==> src/rtl/wb_write_arbiter_if.sv <==
// Write-back port bundle for wb_write_arbiter: ALU/load sources in,
// register-file write port and hazard status out.
interface wb_write_arbiter_if #(
  parameter int PTR_W = 2
);
  logic             alu_valid;
  logic [4:0]       alu_rw;
  logic [31:0]      alu_data;
  logic             mem_valid;
  logic [4:0]       mem_rw;
  logic [31:0]      mem_data;
  logic             mem_ready;
  logic             RegWr;
  logic [4:0]       Rw;
  logic [31:0]      busW;
  logic [31:0]      pending_mask;
  logic [PTR_W:0]   fifo_count;

  modport master (
    output alu_valid, alu_rw, alu_data,
    output mem_valid, mem_rw, mem_data,
    input  mem_ready,
    input  RegWr, Rw, busW,
    input  pending_mask, fifo_count
  );

  modport slave (
    input  alu_valid, alu_rw, alu_data,
    input  mem_valid, mem_rw, mem_data,
    output mem_ready,
    output RegWr, Rw, busW,
    output pending_mask, fifo_count
  );
endinterface

==> src/rtl/wb_write_arbiter.sv <==
// Register-file write-back arbiter: ALU results beat queued loads.
// Optional load bypass on an empty FIFO: define WB_ARB_BYPASS_EN.
module wb_write_arbiter #(
  parameter int DEPTH = 4,
  parameter int PTR_W = 2
) (
  input  logic               clk,
  input  logic               rst,
  wb_write_arbiter_if.slave  bus
);
  typedef logic [PTR_W-1:0] ptr_t;
  typedef logic [PTR_W:0]   cnt_t;

  logic [4:0]       rw_q   [DEPTH];
  logic [4:0]       rw_d   [DEPTH];
  logic [31:0]      dat_q  [DEPTH];
  logic [31:0]      dat_d  [DEPTH];
  logic [DEPTH-1:0] live_q, live_d;
  ptr_t             head_q, head_d;
  ptr_t             tail_q, tail_d;
  cnt_t             cnt_q, cnt_d;
  logic             wr_q, wr_d;
  logic [4:0]       rwo_q, rwo_d;
  logic [31:0]      bw_q, bw_d;
  logic [31:0]      pend_q, pend_d;

  logic alu_go;
  logic empty;
  logic full;
  logic mem_ok;
  logic mem_kill;
  logic bypass;
  logic pop;
  logic push;

  assign alu_go   = bus.alu_valid && (bus.alu_rw != 5'd0);
  assign empty    = (cnt_q == '0);
  assign full     = (cnt_q == cnt_t'(DEPTH));
  assign mem_ok   = bus.mem_valid && !full
                    && (bus.mem_rw != 5'd0);
  assign mem_kill = alu_go && (bus.mem_rw == bus.alu_rw);
  assign pop      = !alu_go && !empty;

`ifdef WB_ARB_BYPASS_EN
  assign bypass = !alu_go && empty && mem_ok;
`else
  assign bypass = 1'b0;
`endif

  assign push = mem_ok && !mem_kill && !bypass;

  always_comb begin
    rw_d   = rw_q;
    dat_d  = dat_q;
    live_d = live_q;
    head_d = head_q;
    tail_d = tail_q;
    wr_d   = 1'b0;
    rwo_d  = rwo_q;
    bw_d   = bw_q;

    // Younger ALU write supersedes queued loads to the same register
    if (alu_go) begin
      for (int i = 0; i < DEPTH; i++) begin
        if (rw_q[i] == bus.alu_rw) live_d[i] = 1'b0;
      end
    end

    unique case (1'b1)
      alu_go: begin
        wr_d  = 1'b1;
        rwo_d = bus.alu_rw;
        bw_d  = bus.alu_data;
      end
      pop: begin
        wr_d = live_q[head_q];
        if (live_q[head_q]) begin
          rwo_d = rw_q[head_q];
          bw_d  = dat_q[head_q];
        end
      end
      bypass: begin
        wr_d  = 1'b1;
        rwo_d = bus.mem_rw;
        bw_d  = bus.mem_data;
      end
      default: ;
    endcase

    // Live bits are cleared on pop so live implies occupied
    if (pop) begin
      live_d[head_q] = 1'b0;
      head_d         = head_q + ptr_t'(1);
    end

    if (push) begin
      rw_d[tail_q]   = bus.mem_rw;
      dat_d[tail_q]  = bus.mem_data;
      live_d[tail_q] = 1'b1;
      tail_d         = tail_q + ptr_t'(1);
    end

    cnt_d = cnt_q + cnt_t'(push) - cnt_t'(pop);

    pend_d = '0;
    for (int i = 0; i < DEPTH; i++) begin
      if (live_d[i]) pend_d[rw_d[i]] = 1'b1;
    end
    pend_d[0] = 1'b0;
  end

  always_ff @(posedge clk) begin
    if (rst) begin
      live_q <= '0;
      head_q <= '0;
      tail_q <= '0;
      cnt_q  <= '0;
      wr_q   <= 1'b0;
      rwo_q  <= '0;
      bw_q   <= '0;
      pend_q <= '0;
    end else begin
      live_q <= live_d;
      head_q <= head_d;
      tail_q <= tail_d;
      cnt_q  <= cnt_d;
      wr_q   <= wr_d;
      rwo_q  <= rwo_d;
      bw_q   <= bw_d;
      pend_q <= pend_d;
    end
  end

  always_ff @(posedge clk) begin
    rw_q  <= rw_d;
    dat_q <= dat_d;
  end

  assign bus.mem_ready    = !full;
  assign bus.RegWr        = wr_q;
  assign bus.Rw           = rwo_q;
  assign bus.busW         = bw_q;
  assign bus.pending_mask = pend_q;
  assign bus.fifo_count   = cnt_q;
endmodule

==> src/flat_wrapper.sv <==
// flat-port wrapper written by rule: the top's interface ports become plain ports
module wb_write_arbiter_flat 
#(
  parameter int DEPTH = 4,
  parameter int PTR_W = 2
)
  (clk, rst, bus_alu_valid, bus_alu_rw, bus_alu_data, bus_mem_valid, bus_mem_rw, bus_mem_data, bus_mem_ready, bus_RegWr, bus_Rw, bus_busW, bus_pending_mask, bus_fifo_count);
  wb_write_arbiter_if #(.PTR_W(PTR_W)) bus_i ();
  input  logic clk;
  input  logic rst;
  input wire logic [$bits(bus_i.alu_valid)-1:0] bus_alu_valid;
  input wire logic [$bits(bus_i.alu_rw)-1:0] bus_alu_rw;
  input wire logic [$bits(bus_i.alu_data)-1:0] bus_alu_data;
  input wire logic [$bits(bus_i.mem_valid)-1:0] bus_mem_valid;
  input wire logic [$bits(bus_i.mem_rw)-1:0] bus_mem_rw;
  input wire logic [$bits(bus_i.mem_data)-1:0] bus_mem_data;
  output wire logic [$bits(bus_i.mem_ready)-1:0] bus_mem_ready;
  output wire logic [$bits(bus_i.RegWr)-1:0] bus_RegWr;
  output wire logic [$bits(bus_i.Rw)-1:0] bus_Rw;
  output wire logic [$bits(bus_i.busW)-1:0] bus_busW;
  output wire logic [$bits(bus_i.pending_mask)-1:0] bus_pending_mask;
  output wire logic [$bits(bus_i.fifo_count)-1:0] bus_fifo_count;
  assign bus_i.alu_valid = bus_alu_valid;
  assign bus_i.alu_rw = bus_alu_rw;
  assign bus_i.alu_data = bus_alu_data;
  assign bus_i.mem_valid = bus_mem_valid;
  assign bus_i.mem_rw = bus_mem_rw;
  assign bus_i.mem_data = bus_mem_data;
  assign bus_mem_ready = bus_i.mem_ready;
  assign bus_RegWr = bus_i.RegWr;
  assign bus_Rw = bus_i.Rw;
  assign bus_busW = bus_i.busW;
  assign bus_pending_mask = bus_i.pending_mask;
  assign bus_fifo_count = bus_i.fifo_count;
  wb_write_arbiter #(.DEPTH(DEPTH), .PTR_W(PTR_W)) u_core (.clk(clk), .rst(rst), .bus(bus_i));
endmodule
==> config.mk <==
export PLATFORM = sky130hd
export DESIGN_NAME = wb_write_arbiter_flat
export DESIGN_NICKNAME = d
export VERILOG_FILES = /design/src/rtl/wb_write_arbiter_if.sv /design/src/rtl/wb_write_arbiter.sv /design/src/flat_wrapper.sv
export SDC_FILE = /design/constraint.sdc
export NUM_CORES = 1
export LEC_CHECK = 0
export CAP_MARGIN = 40
export CORE_UTILIZATION = 42
export DETAILED_ROUTE_END_ITERATION = 10
export PLACE_DENSITY = 0.68
export SYNTH_ARGS = -nofsm -noshare
export SYNTH_HDL_FRONTEND = slang
export SYNTH_SLANG_ARGS = --single-unit
==> constraint.sdc <==
create_clock -name clk -period 6.7 [get_ports clk]
set_input_delay 1.34 -clock clk [delete_from_list [all_inputs] [get_ports clk]]
set_output_delay 1.34 -clock clk [all_outputs]
set_load 0.1 [all_outputs]
## Word level (Yosys, flattened, before mapping)

Index checks and enable logic that the tools add are counted.

| word-level totals | value |
|---|---|
| output and inout bits | 74 |
| register bits | 229 |
| word-level logic and storage cells | 116 |
| input port bits | 78 |

| operators by class | value |
|---|---|
| reductions and logical operators | 22 |
| magnitude comparators | 15 |
| equal/unequal tests | 7 |
| $add $sub $neg | 4 |
| multiplexer cells | 43 |
| bitwise gates (word level) | 8 |

Operators by type and width:

| kind | count |
|---|---|
| $mux W32 | 8 |
| $bwmux W128 | 1 |
| $or A32 B32 Y32 | 3 |
| $bmux W32 S2 | 1 |
| $demux W32 S2 | 1 |
| $pmux W32 S2 | 1 |
| $eq A5 B5 Y1 | 5 |
| $lt A5 B6 Y1 const B | 4 |
| $bwmux W20 | 1 |
| $demux W1 S5 | 4 |
| $ge A5 B1 Y1 const B | 4 |
| $mux W20 | 1 |
| $mux W5 | 4 |
| $logic_and A1 B1 Y1 | 13 |
| $mux W4 | 3 |
| $mux W1 | 11 |
| $bmux W5 S2 | 1 |
| $demux W5 S2 | 1 |
| $pmux W5 S2 | 1 |
| $reduce_bool A5 Y1 | 2 |
| $ge A3 B3 Y1 const B | 2 |
| $lt A2 B3 Y1 const B | 2 |
| $not A2 Y3 | 2 |
| $add A2 B1 Y2 const B | 2 |
| 16 further kinds | 21 |

## Longest topological paths before layout

| logic depth | value |
|---|---|
| depth in word-level cells | 18 |
| depth in mapped cells | 15 |
| mapped depth without buffers | 12 |

## Worst setup path before layout

OpenSTA, ideal clock, no wires.

| timing path | value |
|---|---|
| path type | input-to-reg |
| start point | in bus_alu_rw[3] |
| end point | reg u_core.cnt_q[2], in the netlist u_core.bus.fifo_count[2] |
| data required time | 6.572 ns |
| buffers on the path | 3 |
| setup slack | 2.171 ns |
| cell stages on the path | 15 |
| library setup time | 0.128 ns |
| arrival | 4.402 ns |
| path through | buf_2 or4_1 o21ai_1 nand2_1 clkbuf_1 clkbuf_1 inv_1 ha_1 inv_1 ha_1 inv_1 fa_1 xor2_1 xnor2_1 nor2_1 |

| on the way | value |
|---|---|
| cells in the longest elaborated chain, start to end | 7 |
| elaborated cells on any way between the ends | 10 |
| those cells by class | add/sub: 2; eq/ne: 1; reduce/logical: 7 |

Ends and longest elaborated chain:

| item | line | source |
|---|---|---|
| start: declaration | flat_wrapper.sv:12 | `input wire logic [$bits(bus_i.alu_rw)-1:0] bus_alu_rw;` |
| $reduce_bool A5 Y1 | wb_write_arbiter.sv:36 | `assign alu_go = bus.alu_valid && (bus.alu_rw != 5'd0);` |
| $logic_and A1 B1 Y1 | wb_write_arbiter.sv:36 |  |
| $logic_and A1 B1 Y1 | wb_write_arbiter.sv:41 | `assign mem_kill = alu_go && (bus.mem_rw == bus.alu_rw);` |
| $logic_not A1 Y1 | wb_write_arbiter.sv:50 | `assign push = mem_ok && !mem_kill && !bypass;` |
| $logic_and A1 B1 Y1 | wb_write_arbiter.sv:50 |  |
| $add A3 B1 Y3 | wb_write_arbiter.sv:103 | `cnt_d = cnt_q + cnt_t'(push) - cnt_t'(pop);` |
| $sub A3 B1 Y3 (*) | wb_write_arbiter.sv:103 |  |
| end signal: assignment | wb_write_arbiter.sv:126 | `cnt_q <= cnt_d;` |
| end: declaration | wb_write_arbiter.sv:21 | `cnt_t cnt_q, cnt_d;` |

Mark *: on every way between the ends. The rest lies on a longest branch, timed or not.
A chain may end at the register's enable or synchronous reset.

## Worst setup path after layout

| timing path | value |
|---|---|
| start point | in bus_alu_rw[1] |
| end point | reg u_core.pend_q[4], in the netlist u_core.bus.pending_mask[4] |

| on the way | value |
|---|---|
| cells in the longest elaborated chain, start to end | 17 |
| elaborated cells on any way between the ends | 49 |
| those cells by class | order compare: 8; eq/ne: 5; mux: 20; bitwise: 5; reduce/logical: 11 |

Ends and longest elaborated chain:

| item | line | source |
|---|---|---|
| $reduce_bool A5 Y1 | wb_write_arbiter.sv:36 |  |
| $logic_and A1 B1 Y1 | wb_write_arbiter.sv:36 |  |
| $logic_and A1 B1 Y1 | wb_write_arbiter.sv:41 |  |
| $logic_not A1 Y1 | wb_write_arbiter.sv:50 |  |
| $logic_and A1 B1 Y1 | wb_write_arbiter.sv:50 |  |
| $mux W20 | wb_write_arbiter.sv:96 | `if (push) begin` |
| $lt A5 B6 Y1 (not written as such) or $ge A5 B1 Y1 (tied branches) | wb_write_arbiter.sv:107 | `if (live_d[i]) pend_d[rw_d[i]] = 1'b1;` |
| $logic_and A1 B1 Y1 (not written as such) | wb_write_arbiter.sv:107 |  |
| $mux W1 (not written as such) | wb_write_arbiter.sv:107 |  |
| $demux W1 S5 | n/a |  |
| $mux W32 | wb_write_arbiter.sv:107 |  |
| $or A32 B32 Y32 (no source line) | n/a |  |
| $mux W32 | wb_write_arbiter.sv:107 |  |
| $or A32 B32 Y32 (no source line) | n/a |  |
| $mux W32 | wb_write_arbiter.sv:107 |  |
| $or A32 B32 Y32 (no source line) | n/a |  |
| $mux W32 (*) | wb_write_arbiter.sv:107 |  |
| end signal: assignment | wb_write_arbiter.sv:130 | `pend_q <= pend_d;` |
| end: declaration | wb_write_arbiter.sv:25 | `logic [31:0] pend_q, pend_d;` |

Marks and branches as above.

==> key figures <==
Logic synthesis
  – Post-synth cell types: 53
  – Post-Synth XOR/XNOR Area: ~2.5%
  – Simple-gate share of the synthesized area: 8.43%
  – Cells taking the most area after synthesis: edfxtp_1 (38%), dfxtp_1 (20%), mux4_2 (8.4%)
  – Synth Flop Type: edfxtp_1
  – Commonest cells in the netlist: edfxtp_1 (128), dfxtp_1 (100), nor2_1 (72)
  – Post-synthesis compound-gate area fraction: 11.1%
  – Post-synth EDFFs: 128
  – Avg Cell Area, Syn: 12.9 um2
  – Post-synthesis sequential area ratio: 57.5%
  – Mapped cell area: just over 0.01 mm2
  – Top-area cell type share of the netlist area: 37.8%
  – Syn. warnings: 0
  – Flops & latches, synth: 228
  – Async set-or-reset flop fraction in the synthesized netlist: 0%
  – Dominant cell type by area after synthesis: edfxtp_1
  – Post-synthesis adder-cell area fraction: 1.43%
  – Post-Syn Instances: 785
  – Net count after synthesis: 874
  – Combinational family with the most area after synthesis: multiplexers
  – Top-count cell post-synth: edfxtp_1
  – Post-synthesis mux area share: 16.0%

Power and ir drop
  – PwrDens: a little under 400 mW/mm2
  – Clock Power Share: 25.1%
  – Max VDD drop: around 0.28 mV
  – Flop pwr share: a little over a third
  – Internal Pwr Total: 0.00339 W
  – Net Sw Power: 0.00207 W
  – Switching share of power: 37.8%
  – Leakage power: 4.95 nW
  – Combinational power share: 40.0%
  – PnR Total Power: about 0.0055 W

Worst setup path
  – Worst Setup Path Type: input port to register
  – Worst EP required: 7.12 ns
  – Slowest stage delay, CP: between 0.6 and 0.7 ns
  – Critical R2R Launch: u_core.bus.fifo_count[1]$_SDFF_PP0_
  – Critical Path Source Type: input port
  – CP Capture Type: register
  – Crit path DAT: 5.21 ns
  – CP Buf/Inv Count: 2
  – Crit path from: bus_alu_rw[1]
  – Slowest CP cell: a311oi_4
  – CP Max Fanout: 41
  – CP top delay family: compound AO/OA/AOI/OAI gates
  – Critical-path cell list: clkdlybuf4s50_1 > or4_1 > o21a_1 > a311oi_4 > buf_4 > mux2_2 > nand2_2 > o32ai_1 > o31a_1

Clock tree
  – CTS tree: built
  – Longest Clk Path Bufs: 3
  – CTS buffer count: 25
  – H-Tree Depth: 1
  – Clk slew on worst S/H paths: 0.06 ns
  – Resize count post-CTS: 0
  – # hold bufs at CTS: 0
  – Post-CTS Setup Bufs: 0
  – Worst skew pair latency: 0.53 ns
  – Clock sink count: 228
  – Root buffer cell: clkbuf_16

Place
  – IO buf count: 150
  – Placement Setup Slack: 1.37 ns
  – Placed cell count: 1,289
  – Post-detailed-placement half-perimeter wirelength: 18.3 mm
  – GP Congestion: between 0.9 and 1
  – Dpl cell area: about 0.013 mm2

Detailed routing
  – Vias: ~7.5k
  – DR pass1 iterations: 5
  – DR vias/cell: 5.60
  – Total Wirelength: 26.8 mm
  – Initial DRC count: between 500 and 600
  – WL per Instance: 20.1 um
  – Post-route ant nets: 0
  – # DRC: 0

STA
  – Worst slew margin: 33.3%
  – Max Freq: 0.209 GHz
  – Setup TNS: 0 ns
  – Setup slack after layout: 1.91 ns
  – Unrepaired setup endpoints after global routing: false
  – Min Clock Period, post-route: 4.79 ns
  – Final critical-path share of the clock period: 71.5%
  – Final Hold Viols: 0
  – Max-slew violations: 0
  – # setup viols final: 0
  – Slew @ Worst Pin: roughly 1 ns
  – Worst Skew: 0.0175 ns

Finish
  – Share of cells above drive strength 1: 19.1%
  – Design Area, Final: 0.0140 mm2
  – Flip-flop and latch area: between 0.005 and 0.006 mm2
  – Nets: roughly 1.1k
  – Number of fill cells: between 1.5k and 2k
  – Finished Layout Cells: 1,335
  – Antenna diodes: 0
  – Area growth syn-to-layout: 37.5%
  – Footprint of the multi-input gates: between 0.004 and 0.005 mm2

Global route
  – First-pass GRT wire length: roughly 42 mm
  – Vias in the first global route: 7,612
  – Largest net degree at the start of global routing: 68
  – Antenna violations before repair: 0
  – GRT Overall Usage: between 20% and 30%
  – Overflow after GRT: 0

Hold path
  – Min-Delay Path Class: register to register
  – Hold_sp: u_core.bus.Rw[3]$_SDFFE_PP0P_

Floorplan
  – Die width: 158 um
  – Core footprint: about 0.024 mm2
  – # IOs: 152
  – Row count: 56
  – Starting Density: a little over two fifths
  – Die Area: 0.0248 mm2
  – Die height: 158 um

Outcome
  – Outcome: finished, final reports clean

Run
  – Max_cap viols: 0
cell families after synthesis:
family	Yosys count
muxes	112
AOI/OAI and AO/OA	151
and+or+nand+nor	184
other	1
buffers and inverters	69
xor gates and xnor gates	29
DFF	228
adders and majority gates	11
registers in the layout, indices dropped and copies added, names as in the netlist:
signal / count
u_core.dat_q: 128
u_core.bus.busW: 32
u_core.bus.pending_mask: 31
u_core.rw_q: 20
u_core.bus.Rw: 5
u_core.live_q: 4
u_core.bus.fifo_count: 3
u_core.head_q: 2
u_core.tail_q: 2
u_core.bus.RegWr: 1
metrics by stage:
stage | hold slack (ns) | utilization (%)
6_report | 0.496 | 59.2
5_1_grt | 0.524 | 59.2
4_1_cts | 0.498 | 59.2
3_5_place_dp | 0.490 | 55.7
3_3_place_gp | 0.485 | 50.7
2_1_floorplan | 0.538 | -
final timing paths:
kind,cells past startpoint,to,slack (ns)
setup / recovery,9,u_core.bus.pending_mask[4]$_SDFF_PP0_,1.91
hold / removal,2,u_core.bus.Rw[3]$_SDFFE_PP0P_,0.50
setup reg to reg,8,u_core.bus.pending_mask[4]$_SDFF_PP0_,3.33
hold reg to reg,2,u_core.bus.Rw[3]$_SDFFE_PP0P_,0.50
power by group through the flow:
stage               clock network (W)  registers (W)  logic (W)
floorplan                           0        0.00234   0.000993
global placement                    0        0.00192    0.00191
detailed placement                  0        0.00193    0.00218
CTS                           0.00140        0.00190    0.00219
global route                  0.00145        0.00193    0.00231
finish                        0.00137        0.00190    0.00218
metal layers:
| layer | track usage (%) | wire length (um) |
|---|---|---|
| met5 | 0 | 0 |
| met1 | 28.5 | 11300 |
| met4 | 6.89 | 618 |
| met3 | 4.02 | 1750 |
| met2 | 37.3 | 13200 |
placed cells by master (no fill, tap or decap), types with 5 or more instances in the layout:
cell,instances
clkbuf_16,25
o22ai_1,26
o21a_1,14
edfxtp_1,128
buf_8,67
xor2_1,18
mux2_2,17
dfxtp_1,98
inv_1,15
mux2i_1,56
o32a_1,5
nor2_1,72
buf_4,12
nand2_1,33
nor3b_1,8
nor3_1,11
ha_1,10
nand3_1,22
clkdlybuf4s50_1,149
buf_16,6
xnor2_1,11
a31oi_1,5
clkbuf_1,6
mux4_2,38
a21oi_1,14
a22oi_1,24
nor2b_1,5
a211oi_1,37
nand2b_1,13
layout make-up:
type / instances / share of cell area, %
clock buffer: 31 / 4.64
clock inverter: 15 / 1.24
inverter: 18 / 0.519
multi-input combinational: 488 / 29.1
sequential: 228 / 41.9
tap: 319 / 2.86
timing repair buffer: 236 / 19.8
worst reg2reg max path, cell delays in order, from the launching register on:
cell and delay [ns]:
dfxtp_1 0.44, or3b_2 0.19, o211ai_1 0.34, a311oi_4 0.68
buf_4 0.63, mux2_2 0.47, nand2_2 0.10, o32ai_1 0.09
o31a_1 0.33
Note: power is estimated with default switching activity, not from simulation.
